## src/rtl/anc_output_mixer.sv

```systemverilog
// anc_output_mixer: pairs a delayed/scaled ambient sample with a music sample and
// outputs music - gain*ambient, saturated to 16 bits. A per-pair gain ramp fades
// cancellation in and out. Three-state flow IDLE -> MULT -> SUM, one pair per 3 cycles.
// Optional build macro CLIP_COUNT_EN adds clip_count_out, a saturating count of clipped outputs.
module anc_output_mixer #(
  parameter int GAIN_SHIFT = 6,
  parameter int RAMP_EVERY = 1
) (
  input  logic               clk_in,
  input  logic               reset_in,
  input  logic               anc_en_in,
  input  logic               ambient_valid_in,
  input  logic signed [15:0] ambient_in,
  input  logic               music_valid_in,
  input  logic signed [15:0] music_in,
  output logic               done_out,
  output logic signed [15:0] signal_out,
  output logic               clip_out,
  output logic               overrun_out
`ifdef CLIP_COUNT_EN
  ,
  output logic [15:0]        clip_count_out
`endif
);

  localparam int GAIN_W = GAIN_SHIFT + 1;
  localparam int PROD_W = 16 + GAIN_SHIFT + 2;
  localparam int CNT_W  = (RAMP_EVERY > 1) ? $clog2(RAMP_EVERY) : 1;
  localparam logic [GAIN_W-1:0] GAIN_FULL = GAIN_W'(1 << GAIN_SHIFT);
  localparam logic [CNT_W-1:0]  CNT_LAST  = CNT_W'(RAMP_EVERY - 1);

  typedef enum logic [1:0] {IDLE, MULT, SUM} state_t;

  state_t state, state_next;

  logic               amb_flag, mus_flag;
  logic signed [15:0] amb_hold, mus_hold;
  logic               consume;

  logic [GAIN_W-1:0]  gain;
  logic [CNT_W-1:0]   ramp_cnt;

  logic signed [15:0]       amb_p0, mus_p0;
  logic [GAIN_W-1:0]        gain_p0;
  logic signed [15:0]       mus_p1;
  logic signed [PROD_W-1:0] prod_p1;

  logic signed [PROD_W-1:0] amb_ext, gain_ext, prod_c, diff_c;
  logic [16:0]              sat_c;

  // Saturate the difference to 16 bits; bit 16 of the result flags a clip.
  // The value range never exceeds 17 signed bits since gain <= 2^GAIN_SHIFT.
  function automatic logic [16:0] sat16(input logic signed [PROD_W-1:0] d);
    if (d > PROD_W'(32767))
      return {1'b1, 16'h7FFF};
    else if (d < -PROD_W'(32768))
      return {1'b1, 16'h8000};
    else
      return {1'b0, d[15:0]};
  endfunction

  assign consume = (state == IDLE) && amb_flag && mus_flag;

  // FSM state register
  always_ff @(posedge clk_in) begin
    if (reset_in) state <= IDLE;
    else          state <= state_next;
  end

  // FSM next state: one cycle each in MULT and SUM
  always_comb begin
    state_next = state;
    case (state)
      IDLE:    if (amb_flag && mus_flag) state_next = MULT;
      MULT:    state_next = SUM;
      SUM:     state_next = IDLE;
      default: state_next = IDLE;
    endcase
  end

  // Input capture flags and sticky overrun; a strobe beats the consume clear
  always_ff @(posedge clk_in) begin
    if (reset_in) begin
      amb_flag    <= 1'b0;
      mus_flag    <= 1'b0;
      overrun_out <= 1'b0;
    end else begin
      if (ambient_valid_in)     amb_flag <= 1'b1;
      else if (consume)         amb_flag <= 1'b0;
      if (music_valid_in)       mus_flag <= 1'b1;
      else if (consume)         mus_flag <= 1'b0;
      if ((ambient_valid_in && amb_flag && !consume) ||
          (music_valid_in && mus_flag && !consume))
        overrun_out <= 1'b1;
    end
  end

  // Input hold registers always take the newest sample
  always_ff @(posedge clk_in) begin
    if (ambient_valid_in) amb_hold <= ambient_in;
    if (music_valid_in)   mus_hold <= music_in;
  end

  // Gain ramp: steps once every RAMP_EVERY consumed pairs, clamped at 0 and full scale
  always_ff @(posedge clk_in) begin
    if (reset_in) begin
      gain     <= '0;
      ramp_cnt <= '0;
    end else if (consume) begin
      if (ramp_cnt == CNT_LAST) begin
        ramp_cnt <= '0;
        if (anc_en_in && (gain < GAIN_FULL))
          gain <= gain + GAIN_W'(1);
        else if (!anc_en_in && (gain != '0))
          gain <= gain - GAIN_W'(1);
      end else begin
        ramp_cnt <= ramp_cnt + CNT_W'(1);
      end
    end
  end

  // ---- stage p0: working copy of the pair and the gain in force at consumption
  always_ff @(posedge clk_in) begin
    if (consume) begin
      amb_p0  <= amb_hold;
      mus_p0  <= mus_hold;
      gain_p0 <= gain;
    end
  end

  assign amb_ext  = PROD_W'(amb_p0);
  assign gain_ext = PROD_W'($signed({1'b0, gain_p0}));
  assign prod_c   = amb_ext * gain_ext;

  // ---- stage p1: registered product during MULT
  always_ff @(posedge clk_in) begin
    if (state == MULT) begin
      prod_p1 <= prod_c;
      mus_p1  <= mus_p0;
    end
  end

  // Arithmetic shift floors toward -inf before the subtraction
  assign diff_c = PROD_W'(mus_p1) - (prod_p1 >>> GAIN_SHIFT);
  assign sat_c  = sat16(diff_c);

  // ---- stage p2: output register, done strobe and clip qualifier at end of SUM
  always_ff @(posedge clk_in) begin
    if (reset_in) begin
      done_out   <= 1'b0;
      clip_out   <= 1'b0;
      signal_out <= '0;
    end else begin
      done_out <= (state == SUM);
      clip_out <= (state == SUM) ? sat_c[16] : 1'b0;
      if (state == SUM) signal_out <= sat_c[15:0];
    end
  end

`ifdef CLIP_COUNT_EN
  // Saturating count of clipped output samples
  always_ff @(posedge clk_in) begin
    if (reset_in)
      clip_count_out <= '0;
    else if ((state == SUM) && sat_c[16] && (clip_count_out != 16'hFFFF))
      clip_count_out <= clip_count_out + 16'd1;
  end
`endif

endmodule

```

## config.mk

```make
export PLATFORM = sky130hd
export DESIGN_NAME = anc_output_mixer
export DESIGN_NICKNAME = d
export VERILOG_FILES = /design/src/rtl/anc_output_mixer.sv
export SDC_FILE = /design/constraint.sdc
export NUM_CORES = 1
export LEC_CHECK = 0
export CAP_MARGIN = 20
export CELL_PAD_IN_SITES_DETAIL_PLACEMENT = 0
export CELL_PAD_IN_SITES_GLOBAL_PLACEMENT = 1
export CORE_UTILIZATION = 49
export CTS_CLUSTER_SIZE = 8
export DETAILED_ROUTE_END_ITERATION = 10
export PLACE_DENSITY_LB_ADDON = 0.1
export SETUP_SLACK_MARGIN = 0.4
export SKIP_LAST_GASP = 1
export SLEW_MARGIN = 5
export SYNTH_ARGS = -nofsm -noshare
export SYNTH_HDL_FRONTEND = slang
export SYNTH_SLANG_ARGS = --single-unit
```

## constraint.sdc

```tcl
create_clock -name clk_in -period 6 [get_ports clk_in]
set_clock_uncertainty 0.15 [all_clocks]
set_input_delay 1.2 -clock clk_in [delete_from_list [all_inputs] [get_ports clk_in]]
set_output_delay 1.2 -clock clk_in [all_outputs]
set_load 0.1 [all_outputs]
```

==> metrics.md, run 1 <==
| Metric | Value |
|---|---|
| Final count of negative-setup-slack endpoints | `0` |
| Global router's overall resource usage | `18.9%` |
| Filler Cell Count | `1564` |
| Chip width | `140 um` |
| Post-synth top area share | `33.6%` |
| Initial antenna violation count | `0` |
| Vias per cell | `5.10` |
| Layout Area Growth over Synthesis | `15.4%` |
| Dominant synthesized flop cell | `sky130_fd_sc_hd__edfxtp_1` |
| Crit share post-route | `87.9%` |
| Proportion of layout cells with a drive suffix above 1 | `9.28%` |
| Detailed Route Iter0 Violations | `304` |
| Core footprint | `18800 um2` |
| Power spent charging and discharging nets | `0.886 mW` |
| Average wire per cell in the routed design | `14.6 um` |
| Slew @ Worst Pin | `0.971 ns` |
| Via Count | `5861` |
| Highest Clock Rate | `0.190 GHz` |
| Element type at the critical path end | `register` |
| Path class of the lowest-slack min-delay path | `reg2reg` |
| Count of flip-flops with a built-in enable after synthesis | `105` |
| Synth area leaders | `sky130_fd_sc_hd__edfxtp_1, sky130_fd_sc_hd__fa_1, sky130_fd_sc_hd__ha_1` |
| Floorplan die height | `140 um` |
| Sw Ratio | `30.4%` |
| Worst setup slack before clock tree synthesis | `0.495 ns` |
| HPWL after detailed placement | `13100 um` |
| Ports | `56` |
| First drt pass iteration count | `5` |
| Layout net count | `1096` |
| Ys async rst share | `0%` |
| Share of synthesized area occupied by flip-flops and latches | `40.0%` |
| Cell row count | `50` |
| Worst setup slack after layout | `0.729 ns` |
| Sequential share of power | `38.4%` |
| Number of max-slew violations in the final report | `0` |
| Total number of clock tree sinks | `135` |
| Crit start category | `register` |
| Final GP Congestion | `0.816` |
| Cell with the most instances on the worst path | `sky130_fd_sc_hd__fa_1` |
| Vias in the first global route | `6146` |
| Clock period minus final worst setup slack | `5.27 ns` |
| PwrDens | `269 nW/um2` |
| Clock transition at the registers of the reported paths | `0.06 ns` |
| Cell at the root of the clock tree | `sky130_fd_sc_hd__clkbuf_16` |
| Area occupied by multi-input gates | `5070 um2` |
| Cell type with the highest aggregate area in the netlist | `sky130_fd_sc_hd__edfxtp_1` |
| Final routed wirelength across all metal layers | `16800 um` |
| TritonCTS buffer count | `17` |
| Ant diodes | `0` |
| Sequential standard cell area | `3750 um2` |
| Fin Setup TNS | `0 ns` |
| MaxCap Viol Count | `0` |
| Total buffers and inverters traversed by the critical path | `3` |
| Number of standard cells after synthesis | `829` |
| Area of the mapped netlist | `9390 um2` |
| Congestion Overflow GR | `0` |
| Run status | `complete, no violations` |
| Total number of yosys warnings | `0` |
| Static leakage | `4.60 nW` |
| DRC viols | `0` |
| Remaining number of nets flagged by the antenna check after routing | `0` |
| Clock buffer depth | `2` |
| Critical Path, Cell by Cell | `buf_4 > and2_1 > fa_1 > fa_1 > inv_1 > fa_1 > fa_1 > inv_1 > ha_1 > a21oi_1 > o211ai_1 > a31o_2 > a21oi_2 > o21a_1 > o21ai_1 > nor4_1 > nor3_1 > xnor2_1` |
| Cell-internal power | `2.03 mW` |
| Clk Latency, worst-skew pair | `0.42 ns` |
| Post-synthesis register bit count | `135` |
| First-pass GRT wire length | `29100 um` |
| Data required time of the worst path | `6.01 ns` |
| Avg Synthesized Cell Area | `11.3 um2` |
| Synth unique cells | `59` |
| Clock tree from TritonCTS | `built` |
| Kind of cell adding the most delay to the critical path | `adder cells` |
| Slowest cell on the critical path | `sky130_fd_sc_hd__edfxtp_1` |
| Maximum single-stage delay on the critical path | `0.55 ns` |
| Final Hold Viols | `0` |
| Die area | `19700 um2` |
| CP Max Fanout | `11` |
| Initial standard-cell utilization of the core | `50.0%` |
| Maximum number of pins on one net before global-route repair | `32` |
| IR drop worst, VDD | `0.000209 V` |
| Port buffer count | `55` |
| Slew Limit Headroom | `35.1%` |
| Data arrival at the endpoint of the critical path | `5.28 ns` |
| Part of the total power dissipated in the clock network | `33.8%` |
| Type of the worst setup path | `reg2reg` |
| CTS H-tree depth | `4` |
| Quantity of hold-fixing buffers added after cts | `0` |
| Share of power burned in combinational logic | `27.8%` |
| Unrepaired setup endpoints after global routing | `no` |
| Post-Syn Nets | `1022` |
[synthesized netlist by cell type, types with 5 or more instances]
master and instances:
sky130_fd_sc_hd__nor2_1 51, sky130_fd_sc_hd__o21ai_0 16, sky130_fd_sc_hd__a21o_1 9, sky130_fd_sc_hd__a21oi_1 31, sky130_fd_sc_hd__nand2_2 6, sky130_fd_sc_hd__dfxtp_1 30, sky130_fd_sc_hd__nand3_1 8, sky130_fd_sc_hd__clkbuf_1 13
sky130_fd_sc_hd__o211ai_1 5, sky130_fd_sc_hd__a211oi_2 13, sky130_fd_sc_hd__o21a_1 7, sky130_fd_sc_hd__xnor2_1 25, sky130_fd_sc_hd__ha_1 69, sky130_fd_sc_hd__a211oi_1 8, sky130_fd_sc_hd__nand2_1 44, sky130_fd_sc_hd__edfxtp_1 105
sky130_fd_sc_hd__xor2_1 7, sky130_fd_sc_hd__inv_1 131, sky130_fd_sc_hd__nand2b_1 5, sky130_fd_sc_hd__nor3_1 7, sky130_fd_sc_hd__and2_1 90, sky130_fd_sc_hd__nor2b_1 11, sky130_fd_sc_hd__fa_1 87
[cell families (layout without fill, tap and decap cells)]
group | count (synthesis) | in the layout | share of synthesized area, %
and+or+nand+nor | 246 | 246 | 14.2
adders and majority gates | 156 | 156 | 27.7
buffers and inverters | 146 | 233 | 6.04
DFF | 135 | 135 | 40.0
AOI/OAI and AO/OA | 112 | 112 | 8.76
xor gates and xnor gates | 33 | 33 | 3.16
muxes | 1 | 1 | 0.107
[power by group through the flow]
stage	clock [mW]	sequential [mW]	combinational [mW]
6_report	0.983	1.12	0.810
5_1_grt	1.03	1.12	0.935
4_1_cts	1.00	1.12	0.817
3_5_place_dp	0	1.14	0.809
3_3_place_gp	0	1.14	0.789
2_1_floorplan	0	1.15	0.616
[worst paths after layout]
path	to	cells after the start	slack [ns]	start
hold reg to reg	mus_p0[0]$_DFFE_PP_	0	0.27	mus_hold[0]$_DFFE_PP_
hold / removal	mus_p0[0]$_DFFE_PP_	0	0.27	mus_hold[0]$_DFFE_PP_
setup / recovery	prod_p1[23]$_DFFE_PN_	18	0.73	gain_p0[4]$_DFFE_PP_
setup reg to reg	prod_p1[23]$_DFFE_PN_	18	0.73	gain_p0[4]$_DFFE_PP_
[registers in the layout, summed over array words and instances (netlist names)]
name         cells
state            2
prod_p1         18
clip_out         1
gain             7
mus_flag         1
amb_hold        16
mus_p1          16
gain_p0          7
done_out         1
signal_out      16
amb_p0          16
mus_hold        16
mus_p0          16
overrun_out      1
amb_flag         1
[per-stage QoR]
step / utilization, % / hold WS (ns) / area (um2) / total power [mW] / std cells
after floorplan: - / 0.250 / 9390 / 1.77 / 829
after global placement: 54.3 / 0.250 / 10200 / 1.93 / 1107
after detailed placement: 54.3 / 0.255 / 10200 / 1.95 / 1107
after CTS: 57.3 / 0.264 / 10700 / 2.94 / 1139
after global routing: 57.7 / 0.270 / 10800 / 3.09 / 1150
final: 57.7 / 0.267 / 10800 / 2.91 / 1150
[worst register-to-register path, delay by kind of cell, from the launching register on]
kind	cells	cell delay, ns
AOI/OAI and AO/OA	6	1.16
xor gates and xnor gates	1	0.14
adders and majority gates	5	2.25
buffers and inverters	3	0.30
DFF	1	0.55
and+or+nand+nor	3	0.45
[what timing repair did]
action | in CTS | in global routing
setup buffers | 0 | 10
setup endpoints to repair | 0 | 2
gates resized for setup | 0 | 1
[layout by cell type, fill, tap and decap left out, types with 3 or more instances in the layout]
| master | n |
|---|---|
| sky130_fd_sc_hd__xnor2_1 | 25 |
| sky130_fd_sc_hd__nor3_1 | 7 |
| sky130_fd_sc_hd__and3_1 | 3 |
| sky130_fd_sc_hd__a21o_1 | 9 |
| sky130_fd_sc_hd__o21ai_1 | 3 |
| sky130_fd_sc_hd__nand2b_1 | 5 |
| sky130_fd_sc_hd__clkbuf_16 | 17 |
| sky130_fd_sc_hd__a22o_1 | 3 |
| sky130_fd_sc_hd__dfxtp_1 | 30 |
| sky130_fd_sc_hd__xor2_1 | 7 |
| sky130_fd_sc_hd__a21oi_2 | 3 |
| sky130_fd_sc_hd__buf_4 | 15 |
| sky130_fd_sc_hd__edfxtp_1 | 105 |
| sky130_fd_sc_hd__nor2b_1 | 10 |
| sky130_fd_sc_hd__nor4_1 | 4 |
| sky130_fd_sc_hd__clkinv_4 | 3 |
| sky130_fd_sc_hd__ha_1 | 69 |
| sky130_fd_sc_hd__a21oi_1 | 30 |
| sky130_fd_sc_hd__o21ai_0 | 16 |
| sky130_fd_sc_hd__nand2_1 | 44 |
| sky130_fd_sc_hd__a211oi_1 | 8 |
| sky130_fd_sc_hd__fa_1 | 87 |
| sky130_fd_sc_hd__nand3_1 | 8 |
| sky130_fd_sc_hd__nor2_1 | 51 |
| sky130_fd_sc_hd__nand2_2 | 6 |
| sky130_fd_sc_hd__o21a_1 | 7 |
| sky130_fd_sc_hd__and2_1 | 90 |
| sky130_fd_sc_hd__a31oi_1 | 3 |
| sky130_fd_sc_hd__clkinvlp_4 | 4 |
| sky130_fd_sc_hd__o211ai_1 | 5 |
| sky130_fd_sc_hd__clkdlybuf4s50_1 | 55 |
| sky130_fd_sc_hd__inv_1 | 131 |
| sky130_fd_sc_hd__a211oi_2 | 13 |
[final cells by class]
type | count | area share, %
well taps | 234 | 2.70
multi-input cells | 548 | 46.8
inverters | 131 | 4.54
flip-flops and latches | 135 | 34.7
repair buffers | 70 | 6.12
clock buffers | 19 | 4.00
clock inverters | 13 | 1.16
[layer usage]
layer / GRT usage (%) / up-vias / part of all wire, %
met4: 5.90 / 0 / 1.1
met3: 3.28 / 14 / 3.0
met2: 33.5 / 102 / 50
met1: 23.5 / 2851 / 45
li1: - / 2894 / -
met5: 0 / - / 0
Note: power is estimated with default switching activity, not from simulation.
==> run 2: changes to the inputs <==
- SKIP_CTS_REPAIR_TIMING: default -> 1
==> results of run 2 <==
No change in the layout: final DEF, timing and power equal those of run 1.
==> run 3: changes to the inputs <==
- CTS_CLUSTER_SIZE: 8 -> default
==> results of run 3 <==
No change in the layout: final DEF, timing and power equal those of run 1.
==> patch: new RTL, config.mk and constraints of run 3 <==
Put one more register stage on the output `overrun_out`, with the module's reset. The value now appears one clock later. The other outputs are not delayed to match.
--- a/src/rtl/anc_output_mixer.sv
+++ b/src/rtl/anc_output_mixer.sv
@@ -30,6 +30,8 @@
   localparam logic [CNT_W-1:0]  CNT_LAST  = CNT_W'(RAMP_EVERY - 1);
 
   typedef enum logic [1:0] {IDLE, MULT, SUM} state_t;
+
+  logic overrun_s0;
 
   state_t state, state_next;
 
@@ -83,7 +85,7 @@
     if (reset_in) begin
       amb_flag    <= 1'b0;
       mus_flag    <= 1'b0;
-      overrun_out <= 1'b0;
+      overrun_s0 <= 1'b0;
     end else begin
       if (ambient_valid_in)     amb_flag <= 1'b1;
       else if (consume)         amb_flag <= 1'b0;
@@ -91,7 +93,7 @@
       else if (consume)         mus_flag <= 1'b0;
       if ((ambient_valid_in && amb_flag && !consume) ||
           (music_valid_in && mus_flag && !consume))
-        overrun_out <= 1'b1;
+        overrun_s0 <= 1'b1;
     end
   end
 
@@ -167,5 +169,13 @@
   end
 `endif
 
+  always_ff @(posedge clk_in) begin
+    if (reset_in) begin
+      overrun_out <= '0;
+    end else begin
+      overrun_out <= overrun_s0;
+    end
+  end
+
 endmodule
 
Formal check against the unedited RTL: not equivalent (Yosys sat finds a counterexample within 4 cycles, from zero or initial values and one cycle with reset_in high).
==> patch against run 3 <==
  * Critical path type unchanged
  * Largest power group unchanged
  * Routed wire length increased by 9.7%
  * Worst setup slack worse by 96 ps
  * Total power increased by 3.1%
  * Synthesized area up 1.1%
  * Non-clock buffer count rose by 8
  * Sequential cell count increased by 1
  * Final area increased by 2.2%
==> patch: results (changes against run 3) <==
status: finished, final reports clean
largest net degree at the start of global routing: 35 (+9.4%)
Adder-Cell Fraction of Synth Area: 0.275 (-0.00296)
sequential share of the synthesized area: 0.398 (-0.00216)
first-pass GRT wire length: 31.0 mm (+6.5%)
data arrival time of the critical path: 5390 ps (+110 ps)
peak supply drop: 0.000229 V (+9.4%)
R2R Path Start: gain_p0[2]
All-Layer GR Usage: 0.201 (+0.0122)
routability cong.: 0.850 (+4.3%)
via count: 6126 (+4.5%)
FF-to-FF setup slack: 630 ps (-100 ps)
Mapped Nets: 1025 (+0.29%)
number of global-route vias before repair: 6251 (+1.7%)
IO buf count: 55 (unchanged)
Met2 Wirelength: 9.21 mm (+8.8%)
Top Layer Used: met4
Fillers: 1591 (+1.7%)
top post-synthesis cells by area: edfxtp_1 33%, fa_1 18%, ha_1 9.1%
Detailed Routing Iterations Pass 1: 4 (-1)
DRT iter0 DRCs: 307 (+0.99%)
RR Endpoint: prod_p1[22]
Min-Delay Startpoint: mus_hold[6]
Detail Placement HPWL: 13.8 mm (+5.5%)
fraction of layout cells with a size suffix above 1: 0.0973 (+0.00450)
Leak Pwr: 0.00466 uW (+1.5%)
Commonest cells post-synth: 128 x inv_1, 105 x edfxtp_1, 94 x and2_1
wire length on met1: 8.47 mm (+11%)
slowest library cell on the worst path: fa_1
Hold Path Sink: mus_p0[6]
R2R depth: 17 (-1)
Hold WS: 267 ps (+0.410 ps)
wire length per cell: 15.5 um (+6.5%)
Least-Margin Pin Slew: 1020 ps (+44.8 ps)
Worst Path Max Fanout: 8 (-3)
CP peak stage delay: 530 ps (-20 ps)
## patch: changes by cell type after synthesis, moves of 4 or more
| cell | change |
|---|---|
| nand2_2 | -6 |
| nor2_1 | -10 |
| a21boi_0 | +4 |
| and2_1 | +4 |
| o211ai_1 | -4 |
| o21ai_0 | +9 |
| xor2_1 | +7 |
## patch: layout make-up
class	instances	area share
multi-input cells	551	0.469
flip-flops and latches	136	0.341
repair buffers	78	0.0653
inverters	128	0.0434
clock buffers	17	0.0384
well taps	260	0.0294
clock inverters	15	0.0141
## patch: per-layer routing
metal  up-vias  track usage
met4         0       0.0767
met3        26       0.0309
met5         -            0
met2        87        0.336
met1      3065        0.265
li1       2948            -
## patch: worst max-delay path by stage
stage | from | endpoint | slack [ps] | depth (start not counted)
2_1_floorplan | gain_p0[4] | prod_p1[22] | 740 | 18
3_3_place_gp | gain_p0[4] | prod_p1[22] | 440 | 15
3_5_place_dp | gain_p0[4] | prod_p1[22] | 290 | 17
4_1_cts | gain_p0[4] | prod_p1[22] | 260 | 17
5_1_grt | gain_p0[2] | prod_p1[22] | 400 | 17
6_report | gain_p0[2] | prod_p1[22] | 630 | 17
## patch: kinds of logic (layout without fill, tap and decap cells)
group,after synthesis,in the layout
XOR/XNOR,38,38
AO/OA/AOI/OAI,129,129
AND/OR/NAND/NOR,227,227
adder cells (fa/ha/maj),156,156
flip-flops,136,136
multiplexers,1,1
buffers and inverters,145,238
## patch: through the flow
| step | setup slack [ps] | instances | utilization | area [um^2] |
|---|---|---|---|---|
| 4_1_cts | 260 | 1167 | 0.580 | 10900 |
| 5_1_grt | 399 | 1185 | 0.588 | 11100 |
| 3_5_place_dp | 294 | 1135 | 0.549 | 10300 |
| 3_3_place_gp | 438 | 1135 | 0.549 | 10300 |
| 6_report | 633 | 1185 | 0.588 | 11100 |
| 2_1_floorplan | 736 | 832 | - | 9490 |
## patch: power by group through the flow
stage / sequential [uW] / combinational [uW] / clock [uW]
detailed placement: 1150 / 812 / 0
finish: 1130 / 832 / 1040
global route: 1130 / 954 / 1110
CTS: 1130 / 818 / 1070
global placement: 1150 / 799 / 0
floorplan: 1160 / 618 / 0
## patch: worst reg2reg max path, stage by stage (launching register included)
cell       delay [ps]
edfxtp_1          520
buf_4             210
and2_1            140
fa_1              400
fa_1              500
fa_1              490
inv_1              50
fa_1              530
inv_1              40
ha_1              360
a21oi_2           160
o21ai_0            90
a32o_2            290
a2111oi_4         420
nor3_2            110
or3_1             390
a21oi_1           180
xnor2_1            80
